[config.mk]
export PLATFORM = sky130hd
export DESIGN_NAME = mux2_arbiter_flat
export DESIGN_NICKNAME = d
export VERILOG_FILES = /design/src/rtl/mux2_arbiter_if.sv /design/src/rtl/mux2_arbiter.sv /design/src/flat_wrapper.sv
export SDC_FILE = /design/constraint.sdc
export NUM_CORES = 1
export LEC_CHECK = 0
export CAP_MARGIN = 20
export CORE_MARGIN = 1
export CORE_UTILIZATION = 44
export DETAILED_ROUTE_END_ITERATION = 7
export PLACE_DENSITY = 0.94
export SETUP_SLACK_MARGIN = 0.3
export SLEW_MARGIN = 20
export SYNTH_ARGS = -nofsm -noshare
export SYNTH_HDL_FRONTEND = slang
export SYNTH_SLANG_ARGS = --single-unit
[constraint.sdc]
create_clock -name clk -period 5.4 [get_ports clk]
set_input_delay 1.08 -clock clk [delete_from_list [all_inputs] [get_ports clk]]
set_output_delay 1.08 -clock clk [all_outputs]
set_load 0.005 [all_outputs]
[src/rtl/mux2_arbiter_if.sv]
// ---------------------------------------------------------------------------
// mux2_arbiter_if
// Bundle of the request/data/handshake signals between two sources, the
// arbiter and the downstream consumer.
//   REQ0/REQ1 : source n has a beat on Dn (held until ACKn)
//   D0/D1     : source data, W bits
//   ACK0/ACK1 : source n beat accepted this cycle
//   Y         : muxed data, Y = S ? D1 : D0
//   VLD/RDY   : valid/ready toward the consumer
//   S         : registered mux select (1 selects D1)
//   BUSY      : a grant is active
// Handshake: a beat moves when VLD & RDY are both high at a rising clock
// edge; VLD never depends on RDY, and a source holds REQn/Dn until ACKn.
// master : the environment side (sources + consumer)
// slave  : the arbiter side
// ---------------------------------------------------------------------------
interface mux2_arbiter_if #(
    parameter int W = 8
);
    logic         REQ0;
    logic         REQ1;
    logic [W-1:0] D0;
    logic [W-1:0] D1;
    logic         ACK0;
    logic         ACK1;
    logic [W-1:0] Y;
    logic         VLD;
    logic         RDY;
    logic         S;
    logic         BUSY;

    modport master (
        output REQ0, REQ1, D0, D1, RDY,
        input  ACK0, ACK1, Y, VLD, S, BUSY
    );

    modport slave (
        input  REQ0, REQ1, D0, D1, RDY,
        output ACK0, ACK1, Y, VLD, S, BUSY
    );
endinterface

[src/rtl/mux2_arbiter.sv]
// ---------------------------------------------------------------------------
// mux2_arbiter
// Two-requester round-robin arbiter with bounded bursts for a 2:1 mux
// datapath. The owner of the shared output Y is chosen per grant; each grant
// accepts at most MAX_BURST beats before the other source gets a turn.
// Ports:
//   clk     : rising-edge clock
//   rst     : synchronous active-high reset
//   bus     : mux2_arbiter_if.slave (REQ/D/ACK, Y/VLD/RDY, S, BUSY)
//   state_o : debug view of the FSM state (0 IDLE, 1 GRANT0, 2 GRANT1)
// ---------------------------------------------------------------------------

// Single-bit 2:1 mux cell used to build the Y path.
module mux2_1 (
    input  logic a_i,
    input  logic b_i,
    input  logic s_i,
    output logic y_o
);
    assign y_o = s_i ? b_i : a_i;
endmodule

module mux2_arbiter #(
    parameter int W         = 8,
    parameter int MAX_BURST = 4
) (
    input  logic          clk,
    input  logic          rst,
    mux2_arbiter_if.slave bus,
    output logic [1:0]    state_o
);
    typedef enum logic [1:0] {
        IDLE   = 2'd0,
        GRANT0 = 2'd1,
        GRANT1 = 2'd2
    } state_t;

    localparam logic [3:0] MAX_B = 4'(MAX_BURST);

    state_t     state_q;
    logic       s_q;
    logic       last_q;
    logic [3:0] cnt_q;

    logic       req_own;
    logic       req_oth;
    logic       xfer;
    logic [3:0] cnt_d;
    logic       burst_done;

    // Requests seen from the point of view of the current grant holder.
    assign req_own = (state_q == GRANT1) ? bus.REQ1 : bus.REQ0;
    assign req_oth = (state_q == GRANT1) ? bus.REQ0 : bus.REQ1;

    // Nothing is offered or acknowledged during the reset cycle, so a beat
    // presented then is never half-accepted.
    assign bus.VLD  = ~rst & (((state_q == GRANT0) & bus.REQ0) |
                              ((state_q == GRANT1) & bus.REQ1));
    assign bus.ACK0 = ~rst & (state_q == GRANT0) & bus.REQ0 & bus.RDY;
    assign bus.ACK1 = ~rst & (state_q == GRANT1) & bus.REQ1 & bus.RDY;
    assign bus.BUSY = (state_q != IDLE);
    assign bus.S    = s_q;
    assign state_o  = state_q;

    assign xfer       = bus.VLD & bus.RDY;
    assign cnt_d      = cnt_q + 4'd1;
    assign burst_done = xfer & (cnt_d == MAX_B);

    always_ff @(posedge clk) begin
        if (rst) begin
            state_q <= IDLE;
            s_q     <= 1'b0;
            last_q  <= 1'b1;    // source 0 wins the first tie
            cnt_q   <= 4'd0;
        end else begin
            case (state_q)
                IDLE: begin
                    if (bus.REQ0 & bus.REQ1) begin
                        state_q <= last_q ? GRANT0 : GRANT1;
                        s_q     <= ~last_q;
                        last_q  <= ~last_q;
                        cnt_q   <= 4'd0;
                    end else if (bus.REQ0) begin
                        state_q <= GRANT0;
                        s_q     <= 1'b0;
                        last_q  <= 1'b0;
                        cnt_q   <= 4'd0;
                    end else if (bus.REQ1) begin
                        state_q <= GRANT1;
                        s_q     <= 1'b1;
                        last_q  <= 1'b1;
                        cnt_q   <= 4'd0;
                    end
                end
                GRANT0, GRANT1: begin
                    if (!req_own || burst_done) begin
                        if (req_oth) begin
                            // Handover: state and S move together so Y
                            // switches source with no bubble.
                            state_q <= (state_q == GRANT0) ? GRANT1 : GRANT0;
                            s_q     <= ~s_q;
                            last_q  <= ~s_q;
                            cnt_q   <= 4'd0;
                        end else if (req_own) begin
                            // Burst exhausted with no competitor: re-grant.
                            cnt_q   <= 4'd0;
                        end else begin
                            state_q <= IDLE;
                            cnt_q   <= 4'd0;
                        end
                    end else if (xfer) begin
                        cnt_q <= cnt_d;
                    end
                end
                default: begin
                    state_q <= IDLE;
                    cnt_q   <= 4'd0;
                end
            endcase
        end
    end

    for (genvar i = 0; i < W; i++) begin : g_ymux
        mux2_1 u_mux (
            .a_i (bus.D0[i]),
            .b_i (bus.D1[i]),
            .s_i (s_q),
            .y_o (bus.Y[i])
        );
    end
endmodule
[src/flat_wrapper.sv]
// flat-port wrapper written by rule: the top's interface ports become plain ports
module mux2_arbiter_flat 
#(
    parameter int W         = 8,
    parameter int MAX_BURST = 4
)
  (clk, rst, state_o, bus_REQ0, bus_REQ1, bus_D0, bus_D1, bus_RDY, bus_ACK0, bus_ACK1, bus_Y, bus_VLD, bus_S, bus_BUSY);
  mux2_arbiter_if #(.W(W)) bus_i ();
  input  logic clk;
  input  logic rst;
  output logic [1:0] state_o;
  input wire logic [$bits(bus_i.REQ0)-1:0] bus_REQ0;
  input wire logic [$bits(bus_i.REQ1)-1:0] bus_REQ1;
  input wire logic [$bits(bus_i.D0)-1:0] bus_D0;
  input wire logic [$bits(bus_i.D1)-1:0] bus_D1;
  input wire logic [$bits(bus_i.RDY)-1:0] bus_RDY;
  output wire logic [$bits(bus_i.ACK0)-1:0] bus_ACK0;
  output wire logic [$bits(bus_i.ACK1)-1:0] bus_ACK1;
  output wire logic [$bits(bus_i.Y)-1:0] bus_Y;
  output wire logic [$bits(bus_i.VLD)-1:0] bus_VLD;
  output wire logic [$bits(bus_i.S)-1:0] bus_S;
  output wire logic [$bits(bus_i.BUSY)-1:0] bus_BUSY;
  assign bus_i.REQ0 = bus_REQ0;
  assign bus_i.REQ1 = bus_REQ1;
  assign bus_i.D0 = bus_D0;
  assign bus_i.D1 = bus_D1;
  assign bus_i.RDY = bus_RDY;
  assign bus_ACK0 = bus_i.ACK0;
  assign bus_ACK1 = bus_i.ACK1;
  assign bus_Y = bus_i.Y;
  assign bus_VLD = bus_i.VLD;
  assign bus_S = bus_i.S;
  assign bus_BUSY = bus_i.BUSY;
  mux2_arbiter #(.W(W), .MAX_BURST(MAX_BURST)) u_core (.clk(clk), .rst(rst), .bus(bus_i), .state_o(state_o));
endmodule
=== Word-level counts from Yosys, hierarchy flattened ===
Cells that the tools add are included.

* Bits of input ports: 21
* Logic and storage cells: 69
* Register bits after elaboration: 8

* Bitwise operators: 16
* Equality and inequality tests: 8
* Reduce and logical (&&, ||, !) cells: 9
* Muxes and demuxes: 31
* Add/sub/neg operators: 1

{| class="wikitable"
|+ Operators with widths
! operator !! number
|-
| 4-bit two-way mux || 5
|-
| 2-bit two-way mux || 8
|-
| 1-bit two-way mux || 15
|-
| 1-bit bitwise AND || 12
|-
| 4-bit case mux with 2 select lines || 1
|-
| 4-bit by 1-bit adder with 4-bit output, second input constant || 1
|-
| 4-bit by 3-bit == test with 1-bit output, second input constant || 1
|-
| 2-bit by 1-bit != test with 1-bit output, second input constant || 2
|-
| 4-bit by 3-bit != test with 1-bit output, second input constant || 1
|-
| 2-bit case mux with 2 select lines || 1
|-
| 4-bit AND reduction || 1
|-
| 2-bit nonzero test || 2
|-
| 3-bit by 1-bit != test with 1-bit output, second input constant || 1
|-
| 3-bit != test, second input constant || 1
|-
| 1-bit NOT || 3
|-
| 3-bit AND reduction || 1
|-
| 2-bit by 1-bit == test with 1-bit output, second input constant || 1
|-
| 2-bit == test, second input constant || 1
|-
| 2-bit logical NOT || 1
|-
| 1-bit case mux with 2 select lines || 1
|-
| 2-bit AND reduction || 1
|-
| 2-bit OR reduction || 1
|-
| 1-bit logical NOT || 1
|-
| 1-bit logical OR || 1
|-
| 1-bit bitwise OR || 1
|}

=== Depth between registers and ports, before layout ===
* Word-level depth: 9
* Depth in mapped cells: 7
* Depth with buffers taken out: 6

=== Cells and area by module ===
Synthesis repeated with hierarchy kept, for this count alone.

* Cells, all modules: 88
* Area, all modules: 778.2 sq um

{| class="wikitable"
|+ Modules (own cells, without submodules)
! module !! sequential area each (sq um) !! cells each !! area each (sq um) !! times used
|-
| mux2_arbiter || 160.2 || 80 || 658.1 || 1
|-
| mux2_1 || 0.0 || 1 || 15.0 || 8
|}

=== Worst setup path after synthesis ===
No wires, ideal clock.

* Kind: input-to-output
* Start: input port bus_RDY
* End: output port bus_ACK1
* Arrival: 1.543 ns
* Slack: 2.777 ns
* Buffers on the path: 0
* Stages on the path: 2
* Cell sequence: nor2b_1 > and3_2

* Word-level cells in the longest chain between the ends: 1

{| class="wikitable"
|+ Ends and longest elaborated chain
! element !! line !! RTL
|-
| from (decl) || flat_wrapper.sv:16 || <nowiki>input wire logic [$bits(bus_i.RDY)-1:0] bus_RDY;</nowiki>
|-
| 1-bit bitwise AND || mux2_arbiter.sv:60 || <nowiki>assign bus.ACK1 = ~rst & (state_q == GRANT1) & bus.REQ1 & bus.RDY;</nowiki>
|-
| to (decl) || flat_wrapper.sv:18 || <nowiki>output wire logic [$bits(bus_i.ACK1)-1:0] bus_ACK1;</nowiki>
|}

No other way between the ends.

=== Worst setup path after layout ===
* Start: input port rst
* End: output port bus_ACK1

* Word-level cells in the longest chain between the ends: 4

{| class="wikitable"
|+ Ends and longest elaborated chain
! element !! line !! RTL
|-
| from (decl) || flat_wrapper.sv:10 || <nowiki>input logic rst;</nowiki>
|-
| 1-bit NOT || mux2_arbiter.sv:60 ||
|-
| 1-bit bitwise AND (3 in series) || mux2_arbiter.sv:60 ||
|}

No other way between the ends.

==> results.sh <==
export IMPL_antenna_found_initial=0
export IMPL_grt_max_degree=14
export IMPL_period_share_pct=72.6
export IMPL_yosysWarnings=0
export IMPL_synthMuxAreaShare_pct=18.0
export IMPL_clkTransAtPathRegs_ps=60
export IMPL_vdd_ir_drop_max_mv=0.288
export IMPL_root_buffer="clkbuf_4"
export IMPL_final_nets=147
export IMPL_synth_cell_types=37
export IMPL_chipHeight_um=44.5
export IMPL_maxCapViolCount=0
export IMPL_multi_input_area_um2=531
export IMPL_synthAdderAreaFrac_pct=7.89
export IMPL_hpwl_um=1530
export IMPL_async_flop_share_pct=0
export IMPL_synth_top_family_by_area="simple AND/OR/NAND/NOR gates"
export IMPL_ys_ff_latch=8
export IMPL_detail_route_wl_per_cell_um=13.7
export IMPL_rows=14
export IMPL_synth_area_leaders="dfxtp_1, mux2_2, ha_1"
export IMPL_fin_skew_ps=0.992
export IMPL_critPathArrivalTime_ps=2840
export IMPL_total_power_mw=0.414
export IMPL_crit_top_cell="clkdlybuf4s50_1"
export IMPL_finalHoldViolCount=0
export IMPL_regArea_um2=160
export IMPL_relSlewSlack_pct=67.2
export IMPL_drc_errors=0
export IMPL_drv_slew=0
export IMPL_hold_buffers=0
export IMPL_critPathMaxStageDelay_ps=630
export IMPL_die_area_mm2=0.00198
export IMPL_p_per_area_mw_per_mm2=372
export IMPL_cp_end_kind="output pin"
export IMPL_die_x_um=44.5
export IMPL_drtIter0Drc=18
export IMPL_synthFlopType="dfxtp_1"
export IMPL_max_freq_ghz=0.255
export IMPL_vias=803
export IMPL_clockBufferDepth=2
export IMPL_clock_sinks=8
export IMPL_portBuffers=35
export IMPL_io_pins=36
export IMPL_overflow=0
export IMPL_start_util_pct=49.8
export IMPL_setup_viol=0
export IMPL_yosysSeqAreaShare_pct=20.2
export IMPL_wirelength_um=1950
export IMPL_globalplace_congestion=0.885
export IMPL_area_growth_syn_to_layout_pct=40.2
export IMPL_synth_area_um2=793
export IMPL_cts_made_buffers=3
export IMPL_drtAntennaViolNets=0
export IMPL_grt_pass1_vias=786
export IMPL_outcome="complete, no violations"
export IMPL_p_leak_nw=0.416
export IMPL_tightestPinTransition_ps=489
export IMPL_viasPerCell=5.62
export IMPL_post_synth_xor_area_fraction_pct=0
export IMPL_yosysTopAreaCellShare_pct=20.2
export IMPL_yosys_area_top_type="dfxtp_1"
export IMPL_synth_simple_area_share_pct=22.2
export IMPL_crit_slowest_cell="clkdlybuf4s50_1"
export IMPL_start_kind="primary input"
export IMPL_synth_edf_count=0
export IMPL_tns_ps=0
export IMPL_firstDrtPassIters=4
export IMPL_synth_compound_area_share_pct=18.8
export IMPL_syn_area_per_cell_um2=8.53
export IMPL_hold_path_class="reg -> reg"
export IMPL_cts_resized_gates=0
export IMPL_critical_path_max_fanout=13
export IMPL_drive_gt1_share_pct=14.3
export IMPL_fillerInstances=116
export IMPL_tritoncts="built"
export IMPL_period_minus_slack_ps=3920
export IMPL_grt_usage_pct=23.3
export IMPL_cts_setup_buffers=0
export IMPL_fp_coreArea_mm2=0.00159
export IMPL_path_class="in -> out"
export IMPL_crit_path_cell_trace="clkdlybuf4s50_1 > nor2b_1 > and3_2 > clkdlybuf4s50_1"
export IMPL_antenna_diode_count=0
export IMPL_clk_latency_ps=260
export IMPL_syn_num_nets=119
export IMPL_postSynthCellCount=93
export IMPL_grt_pass1_wl_um=3350
export IMPL_cts_htree_levels=1
export IMPL_rsz0062_at_grt="false"
export IMPL_worstPathRequired_ps=4320
synthesized netlist by cell type (2+ instances only):
master,n
and3_1,2
mux2i_1,3
mux2_2,8
nand4_1,3
a311oi_1,3
buf_4,8
nor2_1,4
nand2b_1,4
nor2b_1,3
ha_1,5
mux2_1,2
o21ai_1,2
o21ai_0,3
o211ai_1,2
dfxtp_1,8
clkbuf_1,2
inv_1,5
a21oi_1,6
nor3_1,2
routing by layer:
layer	track usage (%)	routed length [um]	share of wire (%)
met3	6.53	79	4.0
met5	0	0	0
met1	27.0	829	42
met4	9.09	34	1.7
met2	40.3	1010	52
worst max-delay path, delay by kind of cell:
kind	cells	cell delay [ps]
and+or+nand+nor	2	620
buffers and inverters	2	1130
layout make-up:
| class | count | area share (%) |
|---|---|---|
| Tap cell | 24 | 2.70 |
| Clock buffer | 3 | 2.02 |
| Timing Repair Buffer | 35 | 31.5 |
| Multi-Input combinational cell | 68 | 47.7 |
| Sequential cell | 8 | 14.4 |
| Inverter | 5 | 1.69 |
report_power, final:
| part | switching (mW) | internal (mW) | total (mW) |
|---|---|---|---|
| registers | 0.0177 | 0.0718 | 0.0894 |
| logic | 0.124 | 0.151 | 0.275 |
| clock network | 0.0233 | 0.0256 | 0.0489 |
cell usage in the layout, fill, tap and decap left out, types with 4 or more instances in the layout:
cell and instances:
inv_1 5, mux2_2 8, clkdlybuf4s50_1 35, dfxtp_1 8
a21oi_1 6, nand2b_1 4, ha_1 5, nor2_1 4
cell families after synthesis:
| family | Yosys count |
|---|---|
| flip-flops | 8 |
| multiplexers | 13 |
| adder cells (fa/ha/maj) | 5 |
| buffers and inverters | 17 |
| AND/OR/NAND/NOR | 28 |
| AO/OA/AOI/OAI | 22 |
per-stage QoR:
step | utilization [%] | area [um^2] | instances | setup WS (ps) | hold slack (ps)
floorplan | - | 793 | 93 | 2780 | 456
global route | 69.8 | 1110 | 143 | 1390 | 525
finish | 69.8 | 1110 | 143 | 1480 | 495
global placement | 68.4 | 1090 | 140 | 1570 | 479
detailed placement | 68.4 | 1090 | 140 | 1510 | 490
CTS | 69.8 | 1110 | 143 | 1500 | 500
state kept, by name, summed over array words and instances, names as in the netlist:
register,cells
u_core.cnt_q,4
u_core.state_o,2
u_core.last_q,1
u_core.bus.S,1
final timing paths:
| check | from | to | slack, ps | cells after the start |
|---|---|---|---|---|
| max | rst | bus_ACK1 | 1480 | 4 |
| max reg2reg | u_core.state_o[0] | u_core.state_o[0] | 3400 | 6 |
| min | u_core.last_q | u_core.last_q | 490 | 2 |
| min reg2reg | u_core.last_q | u_core.last_q | 490 | 2 |
(Power assumes the default switching activity.)
